## src/rtl/flight_ctrl.sv

```systemverilog
`default_nettype none
// ============================================================================
// Module   : flight_ctrl
// Brief    : Game-rule controller for the bird column: key conditioning,
//            gravity pulses, collision detection, game state and score.
// Revision : 1.0  initial release
// ============================================================================
module flight_ctrl #(
  parameter int FALL_PERIOD = 25,
  parameter int SCORE_W     = 8
) (
  input  logic               clk_i,
  input  logic               reset_i,
  input  logic               key_i,
  input  logic [15:0]        lights_i,
  input  logic               pipe_at_bird_i,
  input  logic [15:0]        pipe_gap_i,
  output logic               push_o,
  output logic               fall_o,
  output logic               playing_o,
  output logic               game_over_o,
  output logic [SCORE_W-1:0] score_o
);

  localparam logic [1:0]         c_IDLE      = 2'd0;
  localparam logic [1:0]         c_PLAY      = 2'd1;
  localparam logic [1:0]         c_DEAD      = 2'd2;
  localparam int                 c_CNT_W     = $clog2(FALL_PERIOD);
  localparam logic [c_CNT_W-1:0] c_TICK      = c_CNT_W'(FALL_PERIOD - 1);
  localparam logic [SCORE_W-1:0] c_SCORE_MAX = '1;

  logic [1:0]         state_q, state_d;
  logic [c_CNT_W-1:0] cnt_q, cnt_d;
  logic               push_q, push_d;
  logic               fall_q, fall_d;
  logic               playing_q, playing_d;
  logic               game_over_q, game_over_d;
  logic [SCORE_W-1:0] score_q, score_d;
  logic               ks1_q, ks2_q, kdly_q;
  logic               pipe_q;

  logic w_key_edge;
  logic w_tick;
  logic w_bad_lights;
  logic w_collide;
  logic w_die;
  logic w_pipe_passed;

  assign w_key_edge    = ks2_q & ~kdly_q;
  assign w_tick        = (cnt_q == c_TICK);
  assign w_bad_lights  = (lights_i == 16'd0) || ((lights_i & (lights_i - 16'd1)) != 16'd0);
  assign w_collide     = (lights_i[0]  & w_key_edge)
                       | (lights_i[15] & w_tick)
                       | (pipe_at_bird_i & (|(lights_i & ~pipe_gap_i)));
  assign w_die         = w_bad_lights | w_collide;
  assign w_pipe_passed = pipe_q & ~pipe_at_bird_i;

  always_ff @(posedge clk_i or posedge reset_i) begin
    if (reset_i) begin
      state_q     <= c_IDLE;
      cnt_q       <= '0;
      push_q      <= 1'b0;
      fall_q      <= 1'b0;
      playing_q   <= 1'b0;
      game_over_q <= 1'b0;
      score_q     <= '0;
      ks1_q       <= 1'b0;
      ks2_q       <= 1'b0;
      kdly_q      <= 1'b0;
      pipe_q      <= 1'b0;
    end else begin
      state_q     <= state_d;
      cnt_q       <= cnt_d;
      push_q      <= push_d;
      fall_q      <= fall_d;
      playing_q   <= playing_d;
      game_over_q <= game_over_d;
      score_q     <= score_d;
      ks1_q       <= key_i;
      ks2_q       <= ks1_q;
      kdly_q      <= ks2_q;
      pipe_q      <= pipe_at_bird_i;
    end
  end

  always_comb begin
    state_d = state_q;
    case (state_q)
      c_IDLE:  if (w_key_edge) state_d = c_PLAY;
      c_PLAY:  if (w_die)      state_d = c_DEAD;
      c_DEAD:  state_d = c_DEAD;
      default: state_d = c_IDLE;
    endcase
  end

  always_comb begin
    push_d      = 1'b0;
    fall_d      = 1'b0;
    cnt_d       = cnt_q;
    score_d     = score_q;
    playing_d   = (state_d == c_PLAY);
    game_over_d = (state_d == c_DEAD);
    case (state_q)
      c_IDLE: cnt_d = '0;
      c_PLAY: begin
        if (!w_die) begin
          // A key press wins over a coincident gravity tick and restarts the period.
          if (w_key_edge) begin
            push_d = 1'b1;
            cnt_d  = '0;
          end else if (w_tick) begin
            fall_d = 1'b1;
            cnt_d  = '0;
          end else begin
            cnt_d = cnt_q + c_CNT_W'(1);
          end
          if (w_pipe_passed && (score_q != c_SCORE_MAX)) begin
            score_d = score_q + SCORE_W'(1);
          end
        end
      end
      default: ;
    endcase
  end

  assign push_o      = push_q;
  assign fall_o      = fall_q;
  assign playing_o   = playing_q;
  assign game_over_o = game_over_q;
  assign score_o     = score_q;

endmodule
`default_nettype wire

```

## config.mk

```make
export PLATFORM = sky130hd
export DESIGN_NAME = flight_ctrl
export DESIGN_NICKNAME = d
export VERILOG_FILES = /design/src/rtl/flight_ctrl.sv
export SDC_FILE = /design/constraint.sdc
export NUM_CORES = 1
export LEC_CHECK = 0
export BUFFER_PORTS_ARGS = -buffer_cell sky130_fd_sc_hd__buf_2
export CORE_MARGIN = 2
export CORE_UTILIZATION = 53
export CTS_CLUSTER_SIZE = 28
export DETAILED_ROUTE_END_ITERATION = 7
export PLACE_DENSITY = 0.85
export SETUP_SLACK_MARGIN = 0.02
export SYNTH_ARGS = -nofsm -noshare
export SYNTH_HDL_FRONTEND = slang
export SYNTH_SLANG_ARGS = --single-unit
```

## constraint.sdc

```tcl
create_clock -name clk_i -period 3.95 [get_ports clk_i]
set_input_delay 0.395 -clock clk_i [delete_from_list [all_inputs] [get_ports clk_i]]
set_output_delay 0.395 -clock clk_i [all_outputs]
set_load 0.01 [all_outputs]
```

==> impl_results.md, run 1 <==
* Status: finished, final reports clean
* Hold Crit Class: primary input to register
* Pwr/cell area at 282.6 nW/um^2
* Rows at 18
* H-tree Lvls at 1
* Initial antenna violation count at 0
* F_max at 332.5 MHz
* Crit Path Max Fanout at 14
* Core area at 2455 um^2
* Hold Fails Final Rpt at 0
* Post-synthesis sequential area ratio at 0.4255
* Top Metal Used: met4
* Die H at 54.52 um
* Metal2 WL at 1639 um
* Detail Route Antenna Nets at 0
* Post-CTS Setup Repair Bufs at 0
* CTS Hold Bufs at 0
* Clock Sinks at 23
* Setup crit end kind: register
* Asr flop ratio synth at 1.000
* Syn_area_per_cell at 9.731 um^2
* Post-Syn Area at 1353 um^2
* Overflow after GRT at 0
* Commonest non-fill, non-tap cell in the layout: buf_2
* DRC viols at 0
* Number of global-route vias before repair at 1153
* R2R setup slack at 1.06 ns
* Startpoint Class: primary input
* PortBufs at 47
* Die area at 2972 um^2
* CTS Buf Count at 3
* Share of layout cells above drive strength 1 at 0.3138
* Synthesis-stage register bit count at 23
* Die Wd at 54.52 um
* Fin. max-slew vios at 0
* Clock Tree Buf Depth at 2
* Slew of the pin with the lowest slew margin at 0.8363 ns
* LEAKAGE at 0.8119 nW
* Drt wl/cell at 14.07 um
* Met3 WL at 135 um
* Tot GR Track Use at 0.2319
* Hold Path Sink: ks1_q$_DFF_PP0_
* Synth warn at 0
* Total Wirelength at 3067 um
* Clk_lat worst skew at 0.31 ns
* Critical path class: primary input to register
* R2R Path End: score_o[1]$_DFFE_PP0P_
* R2r worst-path depth at 9
* Root buffer cell: clkbuf_4
* Fin nets at 228
* Global-route wire length before repair at 4926 um
* Pin count of the biggest net entering global routing at 24
* Post-CTS sizing at 0
* Cell count after synthesis at 139
* Final HPWL DP at 2487 um
* Tmin final at 3.007 ns
* Hold Worst Slack at 0.1830 ns
* Hold path depth at 1
* Clk slew on worst S/H paths at 0.12 ns
* Via count at 1245
* RD Place Congestion at 0.9206
* RSZ-0062 raised after global routing: no
* Syn nets at 178
* Final worst path period share at 0.7613
* Area grow syn2layout at 21.00%
* CTS tree: built
* Util after Layout at 0.6667
* DRT Pass-1 Iters at 6
* Synth Flop Type: dfrtp_1
* Final setup viols at 0
* Vias/cell at 5.711
* Post-synth EDFFs at 0
* Max capacitance violation total at 0
* Worst VDD drop at 0.2674 mV
* CP arrival at 3.21 ns
* Most frequent cells in the layout: 47 x buf_2, 23 x dfrtp_1, 13 x inv_1, 11 x nor2b_1, 8 x xor2_1
* Non-filler instance count after layout at 218
* Setup tns final at 0 ns
* Hold path start: key_i
* Met1 WL at 1254 um
* Crit path required time at 4.16 ns
* Cell Count Post-Placement at 214
* Layout filler cell count at 229
* Max_slew headroom at 0.4419
* Initial Utilization at 0.5510
* DRT iter0 DRCs at 23
* Antenna cells at 0
* R2R Path Start: cnt_q[0]$_DFFE_PP0P_
* Unique masters post-synth at 43
* Final Skew at 0.002205 ns
* Ports at 48
==> logic make-up (layout without fill, tap and decap cells) <==
group | after synthesis | after routing | share of synthesized area
AO/OA/AOI/OAI | 28 | 28 | 0.1480
XOR/XNOR | 11 | 11 | 0.07124
adder cells (fa/ha/maj) | 3 | 3 | 0.02776
buffers and inverters | 15 | 64 | 0.04810
flip-flops | 23 | 23 | 0.4255
multiplexers | 3 | 3 | 0.02313
AND/OR/NAND/NOR | 56 | 56 | 0.2563
==> cell type report <==
cell class | count | area [um^2] | share of cell area
Inverter | 13 | 48.80 | 0.02982
Timing Repair Buffer | 47 | 235.2 | 0.1437
Tap cell | 30 | 37.54 | 0.02294
Clock buffer | 3 | 22.52 | 0.01376
Multi-Input combinational cell | 101 | 711.9 | 0.4350
Clock inverter | 1 | 5.005 | 0.003058
Sequential cell | 23 | 575.6 | 0.3517
==> per-layer routing <==
layer,vias up,GRT usage
li1,601,-
met1,605,0.2653
met2,34,0.4277
met3,5,0.03825
met4,0,0.08750
met5,-,0
==> sequential cells by signal (all words and copies together), names as in the netlist <==
register / flops
cnt_q: 5
score_o: 8
game_over_o: 1
ks1_q: 1
pipe_q: 1
push_o: 1
fall_o: 1
ks2_q: 1
kdly_q: 1
state_q: 2
playing_o: 1
==> worst max-delay path, stage by stage <==
cell,delay (ns)
buf_2,0.12
or4_1,0.63
or4_4,0.56
mux2i_1,0.13
o22ai_1,0.26
nand3_2,0.30
nor3_1,0.42
mux2_2,0.39
==> worst max path at each step <==
stage | start | to | slack (ns) | cells after the start
after floorplan | lights_i[1] | score_o[1]$_DFFE_PP0P_ | 1.14 | 8
after global placement | lights_i[1] | score_o[1]$_DFFE_PP0P_ | 0.79 | 8
after detailed placement | lights_i[1] | score_o[1]$_DFFE_PP0P_ | 0.66 | 8
after CTS | lights_i[1] | score_o[1]$_DFFE_PP0P_ | 1.0 | 8
after global routing | lights_i[1] | score_o[1]$_DFFE_PP0P_ | 0.84 | 8
final | lights_i[1] | score_o[1]$_DFFE_PP0P_ | 0.94 | 8
==> power by group <==
part	total, mW	switching, mW	internal (mW)	leakage, nW
sequential	0.263	0.0121	0.251	0.302
clock	0.107	0.0690	0.0379	0.0177
combinational	0.0930	0.0552	0.0379	0.492
total	0.463	0.136	0.326	0.812
==> Yosys cell counts, types with 3 or more instances <==
master | instances | area (um^2)
nor2b_1 | 11 | 68.82
xor2_1 | 8 | 70.07
a2111oi_0 | 3 | 26.28
nor4_1 | 3 | 18.77
nand3_1 | 7 | 35.03
o21ai_0 | 7 | 35.03
o22ai_1 | 5 | 31.28
nor2_1 | 4 | 15.01
ha_1 | 3 | 37.54
dfrtp_1 | 23 | 575.6
nand2b_1 | 5 | 31.28
xnor2_1 | 3 | 26.28
or3_1 | 4 | 25.02
inv_1 | 13 | 48.80
nand2_1 | 7 | 26.28
nor3_1 | 4 | 20.02
==> per-stage QoR <==
step / power, mW / area [um^2] / worst slack, ns
2_1_floorplan: 0.3133 / 1353 / 1.135
3_3_place_gp: 0.3524 / 1609 / 0.7930
3_5_place_dp: 0.3584 / 1609 / 0.6617
4_1_cts: 0.4673 / 1637 / 0.9984
5_1_grt: 0.4874 / 1637 / 0.8450
6_report: 0.4626 / 1637 / 0.9428
Note: power is estimated with default switching activity, not from simulation.
==> inputs of run 2 (changes only) <==
Settings changed: ABC_AREA set to 1, CORE_UTILIZATION 53 to 48, PLACE_DENSITY 0.85 to 0.78.
Clock period 3.95 ns to 2.45 ns, I/O delays scaled along.
==> run 2 against run 1 <==
Compared with the run above:
- clock skew grew 0.00098 ns
- first-iteration DRC count rose to 4.0 times the previous value
- worst setup slack got worse by 0.42 ns
- critical endpoint is now score_o[5]$_DFFE_PP0P_
- highest routed layer unchanged
- critical path type is now register to register
==> impl_results.md, run 2 <==
* P_int at 0.5898 mW
* Cell family with most CP delay: simple AND/OR/NAND/NOR gates
* Cell count after synthesis at 277
* Critical path class: register to register
* Placed inst area at 2110 um^2
* RD Place Congestion at 0.9264
* Pin count of the biggest net entering global routing at 24
* Comb pwr share at 0.241
* Hold Worst Slack at 0.09227 ns
* Final setup viols at 0
* Overflow after GRT at 0
* Antenna cells at 0
* Setup tns final at 0 ns
* Most frequent cell after synthesis: nand2_1
* Synth top cells by count: 86 x nand2_1, 45 x inv_1, 36 x nor2_1
* Via count at 1849
* Overall power at 0.8597 mW
* Setup crit end kind: register
* Crit path required time at 2.61 ns
* Initial antenna violation count at 0
* Total Wirelength at 4084 um
* Commonest non-fill, non-tap cell in the layout: nand2_1
* Cell taking the most area after synthesis: dfrtp_1
* Post-CTS sizing at 0
* Slew of the pin with the lowest slew margin at 0.8461 ns
* Crit-path cells: ha_1 -> nand4_1 -> nor2_1 -> nor3b_2 -> nand4_4 -> nand2_1 -> nand2_1
* Post-Syn Area at 1832 um^2
* Reg power frac at 0.484
* PortBufs at 47
* Syn_area_per_cell at 6.613 um^2
* Synthesis-stage register bit count at 23
* P_sw at 0.2699 mW
* Clk_lat worst skew at 0.26 ns
* Core area at 3661 um^2
* Synth Flop Type: dfrtp_1
* Status: finished, final reports clean
* Tmin final at 1.925 ns
* Rows at 22
* Post-synthesis sequential area ratio at 0.3142
* Fin. max-slew vios at 0
* Crit Path Max Fanout at 9
* Die area at 4326 um^2
* CTS Buf Count at 3
* Drt wl/cell at 10.89 um
* Max capacitance violation total at 0
* Part of the power in the clock network at 0.275
* Design Area, Final at 2155 um^2
* H-tree Lvls at 1
* Tot GR Track Use at 0.2048
* Area grow syn2layout at 17.62%
* Util after Layout at 0.5885
* DRT Pass-1 Iters at 4
* Fin nets at 367
* Synth warn at 0
* R2r worst-path depth at 7
* Final worst path period share at 0.7858
* CTS tree: built
* Final Skew at 0.003189 ns
* Unique masters post-synth at 25
* Syn nets at 316
* Buffers and inverters on the worst path at 0
* Root buffer cell: clkbuf_8
* Hold Crit Class: primary input to register
* Die Wd at 65.78 um
* RSZ-0062 raised after global routing: no
* Global-route wire length before repair at 7003 um
* DRT iter0 DRCs at 92
* Slowest cell on the critical path: nor3b_2
* Worst VDD drop at 0.1754 mV
* Crit path depth at 7
* Share of layout cells above drive strength 1 at 0.2324
* Post-synth EDFFs at 0
* Max_slew headroom at 0.4353
* Cell mode on critical path: nand2_1
* Sw Share at 0.3139
* Clock Tree Buf Depth at 2
* Die H at 65.78 um
* Asr flop ratio synth at 1.000
* Hold path depth at 1
* Max incr delay on CP at 0.52 ns
* Pwr/cell area at 399.0 nW/um^2
* Clock Sinks at 23
* Ports at 48
* Max reg flops at 8
* DRC viols at 0
* Vias/cell at 4.931
* Number of global-route vias before repair at 1673
* LEAKAGE at 1.226 nW
* Post-synth top area share at 0.3142
* Most frequent cells in the layout: 86 x nand2_1, 47 x buf_2, 45 x inv_1, 36 x nor2_1, 23 x dfrtp_1
* Area contributors post-synth: dfrtp_1 31%, nand2_1 18%, inv_1 9.2%, nor2_1 7.4%, nand4_1 5.1%
* Initial Utilization at 0.5003
* Detail Route Antenna Nets at 0
* CTS Hold Bufs at 0
* Final HPWL DP at 3270 um
* CP arrival at 2.09 ns
* Startpoint Class: register
* F_max at 519.4 MHz
* Clk slew on worst S/H paths at 0.08 ns
* Post-CTS Setup Repair Bufs at 0
* Hold Fails Final Rpt at 0
==> run 2: area by class of cell <==
class | instances | area, um^2
timing repair buffer | 48 | 242.7
clock buffer | 4 | 45.04
sequential | 23 | 575.6
tap | 48 | 60.06
inverter | 45 | 168.9
fill | 395 | 1506
multi-input combinational | 207 | 1062
==> run 2: logic make-up after synthesis <==
logic type,Yosys count,synth area share
flip-flops,23,0.3142
XOR/XNOR,9,0.04304
AND/OR/NAND/NOR,182,0.4768
adder cells (fa/ha/maj),3,0.02049
buffers and inverters,47,0.1059
AO/OA/AOI/OAI,13,0.03962
==> run 2: path summary, 6_finish.rpt <==
check | end | slack [ns] | startpoint
min | ks1_q$_DFF_PP0_ | 0.09 | key_i
max reg2reg | score_o[5]$_DFFE_PP0P_ | 0.52 | score_o[0]$_DFFE_PP0P_
max | score_o[5]$_DFFE_PP0P_ | 0.52 | score_o[0]$_DFFE_PP0P_
min reg2reg | ks2_q$_DFF_PP0_ | 0.39 | ks1_q$_DFF_PP0_
max in group asynchronous | cnt_q[3]$_DFFE_PP0P_ | 1.79 | reset_i
min in group asynchronous | state_q[1]$_DFF_PP0_ | 0.14 | reset_i
==> run 2: power groups by stage <==
stage	combinational (mW)	sequential [mW]	clock, mW
2_1_floorplan	0.126	0.427	0
3_3_place_gp	0.204	0.423	0
3_5_place_dp	0.208	0.426	0
4_1_cts	0.209	0.418	0.236
5_1_grt	0.236	0.421	0.251
6_report	0.207	0.416	0.236
==> run 2: layer usage <==
metal,share of wire,track usage,vias up
met4,0.019,0.08073,0
met1,0.43,0.2487,820
li1,-,-,960
met5,0,0,-
met3,0.045,0.01704,7
met2,0.51,0.3712,62
==> run 2: through the flow <==
stage	std cells	setup WS, ns
floorplan	277	0.7274
global placement	371	0.6061
detailed placement	371	0.5377
CTS	375	0.5171
global route	375	0.3005
finish	375	0.5248
==> inputs of run 3 (changes only) <==
Settings changed: ABC_AREA 1 to 0, CORE_UTILIZATION 48 to 49, PLACE_DENSITY 0.78 to 0.8.
Clock period 2.45 ns to 1.83 ns, I/O delays scaled along.
==> run 3 against run 2 <==
Compared with the run above:
- the run now ends with negative setup slack left
- sequential share of layout area up 0.16 points
- worst setup slack lost 1.2 ns
- die area down 26%
- sequential power rose by 37%
- final cell count down 29%
- clock power up 3%
- highest routed layer unchanged
- critical path depth is 3 higher
- routed wire length grew 8.9%
- first-iteration DRC count decreased by 57%
- via count is 21% lower
- maximum frequency is 23% lower
==> impl_results.md, run 3 (synthesized netlist as in run 1, its figures left out) <==
* Status: finished, violations left
* Failing checks: negative setup slack
* Die area at 3197 um^2
* Place WS at -0.8801 ns
* Layout filler cell count at 170
* Max reg flops at 8
* Final worst path period share at 1.365
* Clock Tree Buf Depth at 2
* Number of global-route vias before repair at 1525
* Max capacitance violation total at 0
* Hold Worst Slack at 0.04120 ns
* Pwr/cell area at 506.3 nW/um^2
* Area grow syn2layout at 58.37%
* Tmin final at 2.497 ns
* RD Place Congestion at 0.8889
* Share of layout cells above drive strength 1 at 0.5042
* Setup tns final at -10.03 ns
* Crit Path Max Fanout at 8
* Slowest cell on the critical path: dfrtp_1
* Setup crit end kind: register
* Most frequent cells in the layout: 47 x buf_2, 45 x buf_4, 23 x dfrtp_1, 11 x inv_1, 11 x nor2b_1
* Clock Sinks at 23
* Hold Fails Final Rpt at 0
* Commonest non-fill, non-tap cell in the layout: buf_2
* Final HPWL DP at 3000 um
* Max incr delay on CP at 0.39 ns
* Final worst slack at -0.6672 ns
* Clk slew on worst S/H paths at 0.14 ns
* Final Skew at 0.006440 ns
* Total Wirelength at 4446 um
* Via count at 1467
* Drt wl/cell at 16.65 um
* Rows at 19
* Slew of the pin with the lowest slew margin at 1.182 ns
* DRT iter0 DRCs at 40
* Vias/cell at 5.494
* Die H at 56.54 um
* Ports at 48
* RSZ-0062 raised after global routing: yes
* Worst VDD drop at 0.5118 mV
* Hold Crit Class: primary input to register
* Fin. max-slew vios at 0
* DRT Pass-1 Iters at 4
* Crit-path cells: inv_2 -> ha_4 -> and4b_2 -> a222oi_1 -> nand3_1 -> a221oi_4 -> nand3_4 -> buf_6 -> nor4_4 -> xor2_1
* CTS tree: built
* Cell Count Post-Placement at 252
* Met1 usage at 0.3123
* Max_slew headroom at 0.2067
* Core area at 2686 um^2
* Detail Route Antenna Nets at 0
* Non-filler instance count after layout at 267
* PortBufs at 47
* Antenna cells at 0
* Met2 Use GR at 0.4834
* Tot GR Track Use at 0.2632
* Critical path class: register to register
* Pin count of the biggest net entering global routing at 24
* Root buffer cell: clkbuf_4
* Global-route wire length before repair at 6617 um
* Overflow after GRT at 0
* Clk_lat worst skew at 0.31 ns
* DRC viols at 0
* Initial Utilization at 0.5035
* Most Crowded Layer GR: met2
* Initial antenna violation count at 0
* Fin nets at 276
* GR Layer Usage met3 at 0.03226
* LEAKAGE at 1.111 nW
* Startpoint Class: register
* CTS Buf Count at 3
* CP arrival at 2.73 ns
* Die Wd at 56.54 um
* H-tree Lvls at 1
* R2R setup slack at -0.67 ns
* Crit path required time at 2.07 ns
* Final setup viols at 19
* F_max at 400.5 MHz
-- run 3: repair_timing --
| action | CTS | global route |
|---|---|---|
| hold buffers | 2 | 0 |
| gates resized for setup | 6 | 11 |
| setup endpoints to repair | 19 | 19 |
| hold endpoints to repair | 24 | 0 |
| pin swaps | 2 | 9 |
| setup buffers | 4 | 5 |
-- run 3: critical path, delay by kind of cell, from the launching register on --
family,cells,cell delay [ns]
adders and majority gates,1,0.15
buffers and inverters,2,0.25
xor gates and xnor gates,1,0.22
and+or+nand+nor,4,0.77
DFF,1,0.39
AOI/OAI and AO/OA,2,0.64
-- run 3: path summary, 6_finish.rpt --
check / from / endpoint / cells after the start
max: cnt_q[1]$_DFFE_PP0P_ / score_o[4]$_DFFE_PP0P_ / 10
min in group asynchronous: reset_i / state_q[1]$_DFF_PP0_ / 4
max reg2reg: cnt_q[1]$_DFFE_PP0P_ / score_o[4]$_DFFE_PP0P_ / 10
max in group asynchronous: reset_i / score_o[1]$_DFFE_PP0P_ / 4
min reg2reg: ks1_q$_DFF_PP0_ / ks2_q$_DFF_PP0_ / 0
min: pipe_at_bird_i / pipe_q$_DFF_PP0_ / 1
-- run 3: metrics by stage --
step                        util  cell area (um^2)  power, mW
after floorplan                -              1390     0.6909
after global placement    0.7168              1926     0.8149
after detailed placement  0.7168              1926     0.8259
after CTS                 0.7583              2037      1.066
after global routing      0.7974              2142      1.142
final                     0.7974              2142      1.085
-- run 3: layer usage --
layer | vias to the layer above | share of wire
met2 | 50 | 0.54
met3 | 11 | 0.050
met1 | 711 | 0.38
met4 | 0 | 0.027
li1 | 695 | -
met5 | - | 0
-- run 3: where the power goes --
part | switching (mW) | internal [mW] | total, mW
clock | 0.161 | 0.0815 | 0.242
sequential | 0.0307 | 0.541 | 0.571
combinational | 0.141 | 0.129 | 0.271
-- run 3: cell type report --
cell class,instances,area (um^2),area share
clock buffer,3,22.52,0.01051
clock inverter,1,5.005,0.002336
inverter,13,48.80,0.02278
multi-input combinational,101,847.1,0.3954
sequential,23,575.6,0.2687
tap,31,38.79,0.01811
timing repair buffer,95,604.3,0.2821
